**src/rtl/cpu_pkg.sv**
```systemverilog
// Shared constants for the DL register bank: default data width, buffer
// depth and channel count, plus the index of each output bus channel.
package cpu_pkg;

    localparam int WIDTH_DEF = 8;
    localparam int DEPTH_DEF = 4;
    localparam int NBUS_DEF  = 3;

    // Output bus channel indices into BUS_ENABLE / BUS_OUT.
    localparam int BUS_DB  = 0;
    localparam int BUS_ADL = 1;
    localparam int BUS_ADH = 2;

    // Occupancy counter width: enough to hold 0..depth inclusive.
    function automatic int count_width(input int depth);
        return $clog2(depth) + 1;
    endfunction

endpackage

```
**src/rtl/dl_fifo.sv**
```systemverilog
// Circular buffer behind the DL register bank: storage, read/write
// pointers, occupancy count and the sticky overflow/underflow flags.
// DEPTH must be a power of two so the pointers wrap by natural rollover.
module dl_fifo
    import cpu_pkg::*;
#(
    parameter int WIDTH = WIDTH_DEF,
    parameter int DEPTH = DEPTH_DEF
) (
    input  logic                     clk_i,
    input  logic                     rst_ni,
    input  logic                     load_i,
    input  logic [WIDTH-1:0]         data_i,
    input  logic                     pop_i,
    output logic [WIDTH-1:0]         head_o,
    output logic [$clog2(DEPTH):0]   count_o,
    output logic                     full_o,
    output logic                     empty_o,
    output logic                     overflow_o,
    output logic                     underflow_o
);

    localparam int PW = $clog2(DEPTH);
    localparam int CW = count_width(DEPTH);

    logic [WIDTH-1:0] mem_q [DEPTH];
    logic [PW-1:0]    wr_ptr_q, wr_ptr_d;
    logic [PW-1:0]    rd_ptr_q, rd_ptr_d;
    logic [CW-1:0]    count_q,  count_d;
    logic             ovf_q,    ovf_d;
    logic             udf_q,    udf_d;

    logic empty;
    logic full;
    logic do_pop;
    logic do_push;

    assign empty = (count_q == '0);
    assign full  = (count_q == CW'(DEPTH));

    // A pop on a non-empty buffer always happens; a push happens when there
    // is room, or when the same-cycle pop frees a slot (pop-then-push).
    assign do_pop  = pop_i && !empty;
    assign do_push = load_i && (!full || do_pop);

    // Next-state for pointers, occupancy and the sticky error flags.
    always_comb begin
        // NOTE: every output of this block gets a default first, so no path
        // leaves a variable unassigned and no latch is inferred.
        wr_ptr_d = wr_ptr_q;
        rd_ptr_d = rd_ptr_q;
        count_d  = count_q;
        ovf_d    = ovf_q;
        udf_d    = udf_q;

        if (do_push) wr_ptr_d = wr_ptr_q + PW'(1);
        if (do_pop)  rd_ptr_d = rd_ptr_q + PW'(1);

        case ({do_push, do_pop})
            2'b10:   count_d = count_q + CW'(1);
            2'b01:   count_d = count_q - CW'(1);
            default: count_d = count_q;
        endcase

        // A load into a full buffer is dropped unless a pop makes room.
        if (load_i && full && !pop_i) ovf_d = 1'b1;
        // A pop of an empty buffer is ignored, whether or not a load accompanies it.
        if (pop_i && empty)           udf_d = 1'b1;
    end

    // Control state register with synchronous active-low reset.
    always_ff @(posedge clk_i) begin
        // NOTE: sequential state uses non-blocking assignments so every
        // register samples pre-edge values regardless of block ordering.
        if (!rst_ni) begin
            wr_ptr_q <= '0;
            rd_ptr_q <= '0;
            count_q  <= '0;
            ovf_q    <= 1'b0;
            udf_q    <= 1'b0;
        end else begin
            wr_ptr_q <= wr_ptr_d;
            rd_ptr_q <= rd_ptr_d;
            count_q  <= count_d;
            ovf_q    <= ovf_d;
            udf_q    <= udf_d;
        end
    end

    // Entry storage; written at the write pointer on an accepted push.
    always_ff @(posedge clk_i) begin
        // NOTE: the storage array is deliberately not reset; entries are only
        // visible through the pointers, which are reset, so stale data is unreachable.
        if (rst_ni && do_push) begin
            mem_q[wr_ptr_q] <= data_i;
        end
    end

    assign head_o      = empty ? '0 : mem_q[rd_ptr_q];
    assign count_o     = count_q;
    assign full_o      = full;
    assign empty_o     = empty;
    assign overflow_o  = ovf_q;
    assign underflow_o = udf_q;

endmodule

```
**src/rtl/reg_dl_bank.sv**
```systemverilog
// DL register bank: a small FIFO whose head can be copied into any of NBUS
// registered output channels (DB, ADL, ADH by default).
// Optional feature macro: REG_DL_BANK_BYPASS_EN -- when defined, a channel
// enabled while the buffer is empty captures the incoming DATA directly in
// the same cycle as it is pushed.
module reg_dl_bank
    import cpu_pkg::*;
#(
    parameter int WIDTH = WIDTH_DEF,
    parameter int DEPTH = DEPTH_DEF,
    parameter int NBUS  = NBUS_DEF
) (
    input  logic                     CLK,
    input  logic                     RST_N,
    input  logic                     LOAD,
    input  logic [WIDTH-1:0]         DATA,
    input  logic                     POP,
    input  logic [NBUS-1:0]          BUS_ENABLE,
    output logic [NBUS*WIDTH-1:0]    BUS_OUT,
    output logic [WIDTH-1:0]         HEAD,
    output logic [$clog2(DEPTH):0]   COUNT,
    output logic                     FULL,
    output logic                     EMPTY,
    output logic                     OVERFLOW,
    output logic                     UNDERFLOW
);

    logic [NBUS*WIDTH-1:0] bus_q, bus_d;
    logic [WIDTH-1:0]      head;
    logic                  empty;

    dl_fifo #(
        .WIDTH (WIDTH),
        .DEPTH (DEPTH)
    ) u_fifo (
        .clk_i       (CLK),
        .rst_ni      (RST_N),
        .load_i      (LOAD),
        .data_i      (DATA),
        .pop_i       (POP),
        .head_o      (head),
        .count_o     (COUNT),
        .full_o      (FULL),
        .empty_o     (empty),
        .overflow_o  (OVERFLOW),
        .underflow_o (UNDERFLOW)
    );

    // Channel next-state: enabled channels take the pre-edge head, so a
    // same-cycle pop still delivers the entry being discarded.
    always_comb begin
        bus_d = bus_q;
        for (int i = 0; i < NBUS; i++) begin
            if (BUS_ENABLE[i]) begin
                if (!empty) begin
                    bus_d[i*WIDTH +: WIDTH] = head;
                end
`ifdef REG_DL_BANK_BYPASS_EN
                else if (LOAD) begin
                    bus_d[i*WIDTH +: WIDTH] = DATA;
                end
`endif
            end
        end
    end

    // Channel output registers with synchronous active-low reset.
    always_ff @(posedge CLK) begin
        if (!RST_N) begin
            bus_q <= '0;
        end else begin
            bus_q <= bus_d;
        end
    end

    assign BUS_OUT = bus_q;
    assign HEAD    = head;
    assign EMPTY   = empty;

endmodule

```
**config.mk**
```make
export PLATFORM = sky130hd
export DESIGN_NAME = reg_dl_bank
export DESIGN_NICKNAME = d
export VERILOG_FILES = /design/src/rtl/cpu_pkg.sv /design/src/rtl/dl_fifo.sv /design/src/rtl/reg_dl_bank.sv
export SDC_FILE = /design/constraint.sdc
export NUM_CORES = 1
export LEC_CHECK = 0
export CAP_MARGIN = 20
export CORE_ASPECT_RATIO = 1.25
export CORE_UTILIZATION = 55
export CTS_CLUSTER_DIAMETER = 30
export DETAILED_ROUTE_END_ITERATION = 10
export PLACE_DENSITY = 0.89
export SLEW_MARGIN = 40
export SYNTH_ARGS = -nofsm -noshare
export SYNTH_HDL_FRONTEND = slang
export SYNTH_SLANG_ARGS = --single-unit
```
**constraint.sdc**
```tcl
create_clock -name CLK -period 3.7 [get_ports CLK]
set_input_delay 1.11 -clock CLK [delete_from_list [all_inputs] [get_ports CLK]]
set_output_delay 1.11 -clock CLK [all_outputs]
set_load 0.05 [all_outputs]
```
# --- Yosys cells after proc, flatten, opt, wreduce, memory -nomap -nowiden ---
# Memories as Yosys holds them, arrays and structs flattened. A register that Yosys moved wholly into a read port is not among the register bits.
# Cells that the tools add are included.
totals:
  output_inout_bits: 39
  memories: 1
  word_cells: 38
  regBits: 33
  mem_bits_ro: 0
  ramBits: 32
  in_bits: 15
  latch_bits: 0
op_classes:
  eq_ne: 3
  n_lt_le_gt_ge: 0
  n_addsub: 4
  muxes: 6
  n_div: 0
  n_reduce_logical: 15
  multipliers: 0
  bitwise_logic: 1
  shift: 0
mem_list:
  columns: ["name", "words", "word_bits", "read_ports", "rd_ports_with_merged_regs", "wr", "line", "rtl"]
  rows:
  - ["u_fifo.mem_q", 4, 8, 1, 1, 1, "dl_fifo.sv:26", "logic [WIDTH-1:0] mem_q [DEPTH];"]
ops:
  columns: ["operator", "count"]
  rows:
  - ["two-way mux 8 bit", 1]
  - ["logical AND 1 bit", 6]
  - ["one-hot mux 3 bit (2 select lines)", 1]
  - ["AND reduction 2 bit", 3]
  - ["adder 2 x 1 -> 2 bit, second input constant", 2]
  - ["two-way mux 2 bit", 2]
  - ["adder 3 x 1 -> 3 bit, second input constant", 1]
  - ["== test 3 bit, second input constant", 1]
  - ["zero test 1 bit", 3]
  - ["zero test 3 bit", 1]
  - ["subtractor 3 x 1 -> 3 bit, second input constant", 1]
  - ["== test 2 x 1 -> 1 bit, second input constant", 1]
  - ["== test 2 bit, second input constant", 1]
  - ["two-way mux 1 bit", 2]
  - ["nonzero test 2 bit", 1]
  - ["logical OR 1 bit", 1]
  - ["NOT 1 bit", 1]

# --- Longest topological paths before layout ---
# Gate-level depths: netlist (run 1).
logic_depth:
  word_depth: 8
  mapped_depth: 11
  depth_no_buf: 9

# --- Modules after synthesis ---
# Synthesis (run 1) repeated with hierarchy kept, for this count alone.
unflattened:
  cells_unflattened: 212
  area_unflattened_um2: 2751.4
modules_own_cells:
  columns: ["mod", "area_per_inst_um2", "seq_area_each_um2", "cells_per_inst", "instances"]
  rows:
  - ["dl_fifo", 1830.5, 1181.1, 119, 1]
  - ["reg_dl_bank", 920.9, 480.5, 93, 1]

# --- Least setup slack after synthesis (run 1) ---
# OpenSTA, ideal clock, no wires.
synth_timing:
  path_kind: "register -> output"
  startpoint: "reg u_fifo.count_q[2] (netlist: u_fifo.count_o[2])"
  endpoint: "out HEAD[0]"
  setup_slack_ns: 0.830
  arrival_time_ns: 1.760
  n_path_buf: 1
  t_required_ns: 2.590
  stages_incl_launch_ff: 4
  cell_sequence: "dfxtp_1 -> buf_2 -> nor3_4 -> nor2_1"
synth_between:
  elab_chain_cells: 2
synth_lines:
  columns: ["element", "line", "rtl"]
  rows:
  - ["from (decl)", "dl_fifo.sv:29", "logic [CW-1:0] count_q, count_d;"]
  - ["from (signal assigned)", "dl_fifo.sv:84", "count_q <= count_d;"]
  - ["zero test 3 bit", "dl_fifo.sv:38", "assign empty = (count_q == '0);"]
  - ["via EMPTY", "reg_dl_bank.sv:23", "output logic EMPTY,"]
  - ["two-way mux 8 bit", "dl_fifo.sv:99", "assign head_o = empty ? '0 : mem_q[rd_ptr_q];"]
  - ["to (decl)", "reg_dl_bank.sv:20", "output logic [WIDTH-1:0] HEAD,"]
# The timed path passes the listed nets, and every way through them passes these cells.

==> qor.yml, run 1 <==
grt_pass1_vias: 1718
p_sw_uw: 1190
sequentialPowerShare_pct: 34.8
ys_top_cells_by_area: "edfxtp_1 (35%), dfxtp_1 (26%), mux2i_1 (6.7%), o22ai_1 (5.5%), mux2_4 (4.4%)"
clock-sinks: 67
grt_antenna_before_repair: 0
synth_top_area_share_pct: 35.5
worstSetupPathType: "reg -> out"
fin_skew_ns: 0.00622
post-cts-setup-buffers: 0
firstDrtPassIters: 4
place_inst: 315
internal-power_uw: 1660
antenna_cells: 0
chipHeight_um: 80.4
synth_warnings: 0
drt_iter0_markers: 158
worstMarginPinSlew_ns: 0.530
dpl_cell_area_sq_um: 3240
period_share_pct: 92.7
period_minus_slack_ns: 3.43
required_ns: 2.59
netlist_area_sq_um: 2710
synth.distinct_cells: 31
gr-total-overflow: 0
comb_power_share_pct: 45.2
areaGrowthSynthToFinish_pct: 26.4
leakagePower_uw: 0.00121
ys_ff_latch: 67
yosysTopAreaCell: "edfxtp_1"
critPathArrivalTime_ns: 2.32
maxCapViolCount: 0
cts_max_path_buffers: 2
postRouteAntennaNets: 0
swShare_pct: 41.8
grt_setup_unrepaired: "false"
start_kind: "flip-flop"
slew_violations: 0
post-route-drc-count: 0
synthTopCellsByCount: "dfxtp_1 (35), edfxtp_1 (32), nand2_1 (29), o22ai_1 (24), mux2i_1 (18)"
fin_nets: 287
wl_per_cell_um: 15.5
ys_async_sr_fraction_pct: 0
power_density_nw_per_um2: 831
dieArea_sq_um: 5210
tritoncts: "built"
whs_ns: 0.469
cp_max_fo: 8
timing.fmax_mhz: 291
vias_per_cell: 5.56
fin_setup_tns_ns: 0
rows: 28
ctsResizeCount: 0
ys.flop_type: "dfxtp_1"
hold_violations: 0
synthCells: 215
final_cell_count_no_fill: 331
initial_core_util_pct: 57.2
synthesis.nets: 236
die_x_um: 64.8
min_path_type: "reg -> reg"
gp_congestion: 0.751
clk_latency_ns: 0.34
grt_max_degree: 36
outcome: "complete, no violations"
cts_hold_buf: 0
portBuffers: 53
root_buffer: "clkbuf_8"
syn_area_per_cell_sq_um: 12.6
drive_gt1_share_pct: 10.7
core-area_sq_um: 4730
critPathMaxStageDelay_ns: 0.83
finalSetupViolCount: 0
max-slew-margin-rel_pct: 64.6
peakVddDrop_uv: 588
io_pins: 54
clk_pin_slew_ns: 0.07
crit_slowest_cell: "clkdlybuf4s50_1"
fin_util_pct: 72.4
seq_area_frac_synth_pct: 61.4
vias: 1842
pwr-share-clk_pct: 20.0
dpl.hpwl_um: 3610
grt_pass1_wl_um: 8070
routed_wl_um: 5120
synth_edf_count: 32
cts_htree_levels: 3
end_kind: "output port"
yosysMostFrequentCell: "dfxtp_1"
grtUsageTotal_pct: 21.7
path_cells: "mux2_4 > nor2_1 > clkdlybuf4s50_1"
cts_buffers: 9
final_area_sq_um: 3420
-- layout make-up --
cell class,count,area [sq um]
timing repair buffer,55,546
clock buffer,11,131
multi-input combinational,126,928
fill,315,1310
clock inverter,5,53.8
sequential,67,1660
tap,60,75.1
inverter,7,26.3
-- cell usage in the layout (no fill, tap or decap), drive strengths merged, types with 5 or more instances in the layout --
master	n
clkdlybuf4s50	53
dfxtp	35
edfxtp	32
nand2	32
o22ai	24
mux2i	18
clkbuf	11
mux2	8
nor2	8
inv	7
and3	5
and2	5
ha	5
-- state kept, by name, summed over array words and instances, names as in the netlist, named ones only --
register and cells:
u_fifo.mem_q 32, u_fifo.count_o 3, u_fifo.underflow_o 1, u_fifo.overflow_o 1, u_fifo.wr_ptr_q 2, u_fifo.rd_ptr_q 2, BUS_OUT 24
-- logic make-up after synthesis --
family                     Yosys count  share of synthesized area, %
muxes                               26                          11.1
and+or+nand+nor                     56                          10.5
adders and majority gates            6                          3.05
xor gates and xnor gates             4                          1.29
AOI/OAI and AO/OA                   34                          8.32
buffers and inverters               22                          4.34
DFF                                 67                          61.4
-- metal layers --
layer	track usage (%)	part of all wire [%]	routed length, um
met1	23.9	40	2030
met2	36.6	52	2690
met3	8.10	5.7	293
met4	10.2	2.2	110
met5	0	0	0
-- power by group through the flow --
stage | clock network, uW | logic, uW | registers (uW)
2_1_floorplan | 0 | 697 | 1250
6_report | 568 | 1290 | 990
3_5_place_dp | 0 | 1290 | 1010
5_1_grt | 613 | 1350 | 1010
4_1_cts | 576 | 1290 | 992
3_3_place_gp | 0 | 1260 | 1000
-- stage by stage --
stage	setup WS, ns	total power (uW)
3_3_place_gp	0.339	2260
5_1_grt	0.169	2970
3_5_place_dp	0.283	2300
4_1_cts	0.237	2860
6_report	0.269	2840
2_1_floorplan	0.830	1940
-- path summary, 6_finish.rpt --
kind	startpoint	end	slack, ns	cells past startpoint
worst max-delay path	flip-flop	HEAD[3]	0.27	3
worst min-delay path	BUS_OUT[15]	BUS_OUT[15]	0.47	2
worst max register to register	u_fifo.count_o[2]	u_fifo.count_o[2]	1.32	9
worst min register to register	BUS_OUT[15]	BUS_OUT[15]	0.47	2
-- critical path: cells and delay by family, from the launching register on --
family	cells	cell delay [ns]
buffers and inverters	1	0.83
DFF	1	0.65
muxes	1	0.38
and+or+nand+nor	1	0.12
Note: power is estimated with default switching activity, not from simulation.
==> run 2, diff against run 1 <==
--- a/config.mk
+++ b/config.mk
@@ -5,7 +5,7 @@
 export SDC_FILE = /design/constraint.sdc
 export NUM_CORES = 1
 export LEC_CHECK = 0
-export CAP_MARGIN = 20
+export CAP_MARGIN = 5
 export CORE_ASPECT_RATIO = 1.25
 export CORE_UTILIZATION = 55
 export CTS_CLUSTER_DIAMETER = 30
==> results of run 2 <==
Same layout as run 1: the final DEF is identical, and so are final timing and power.
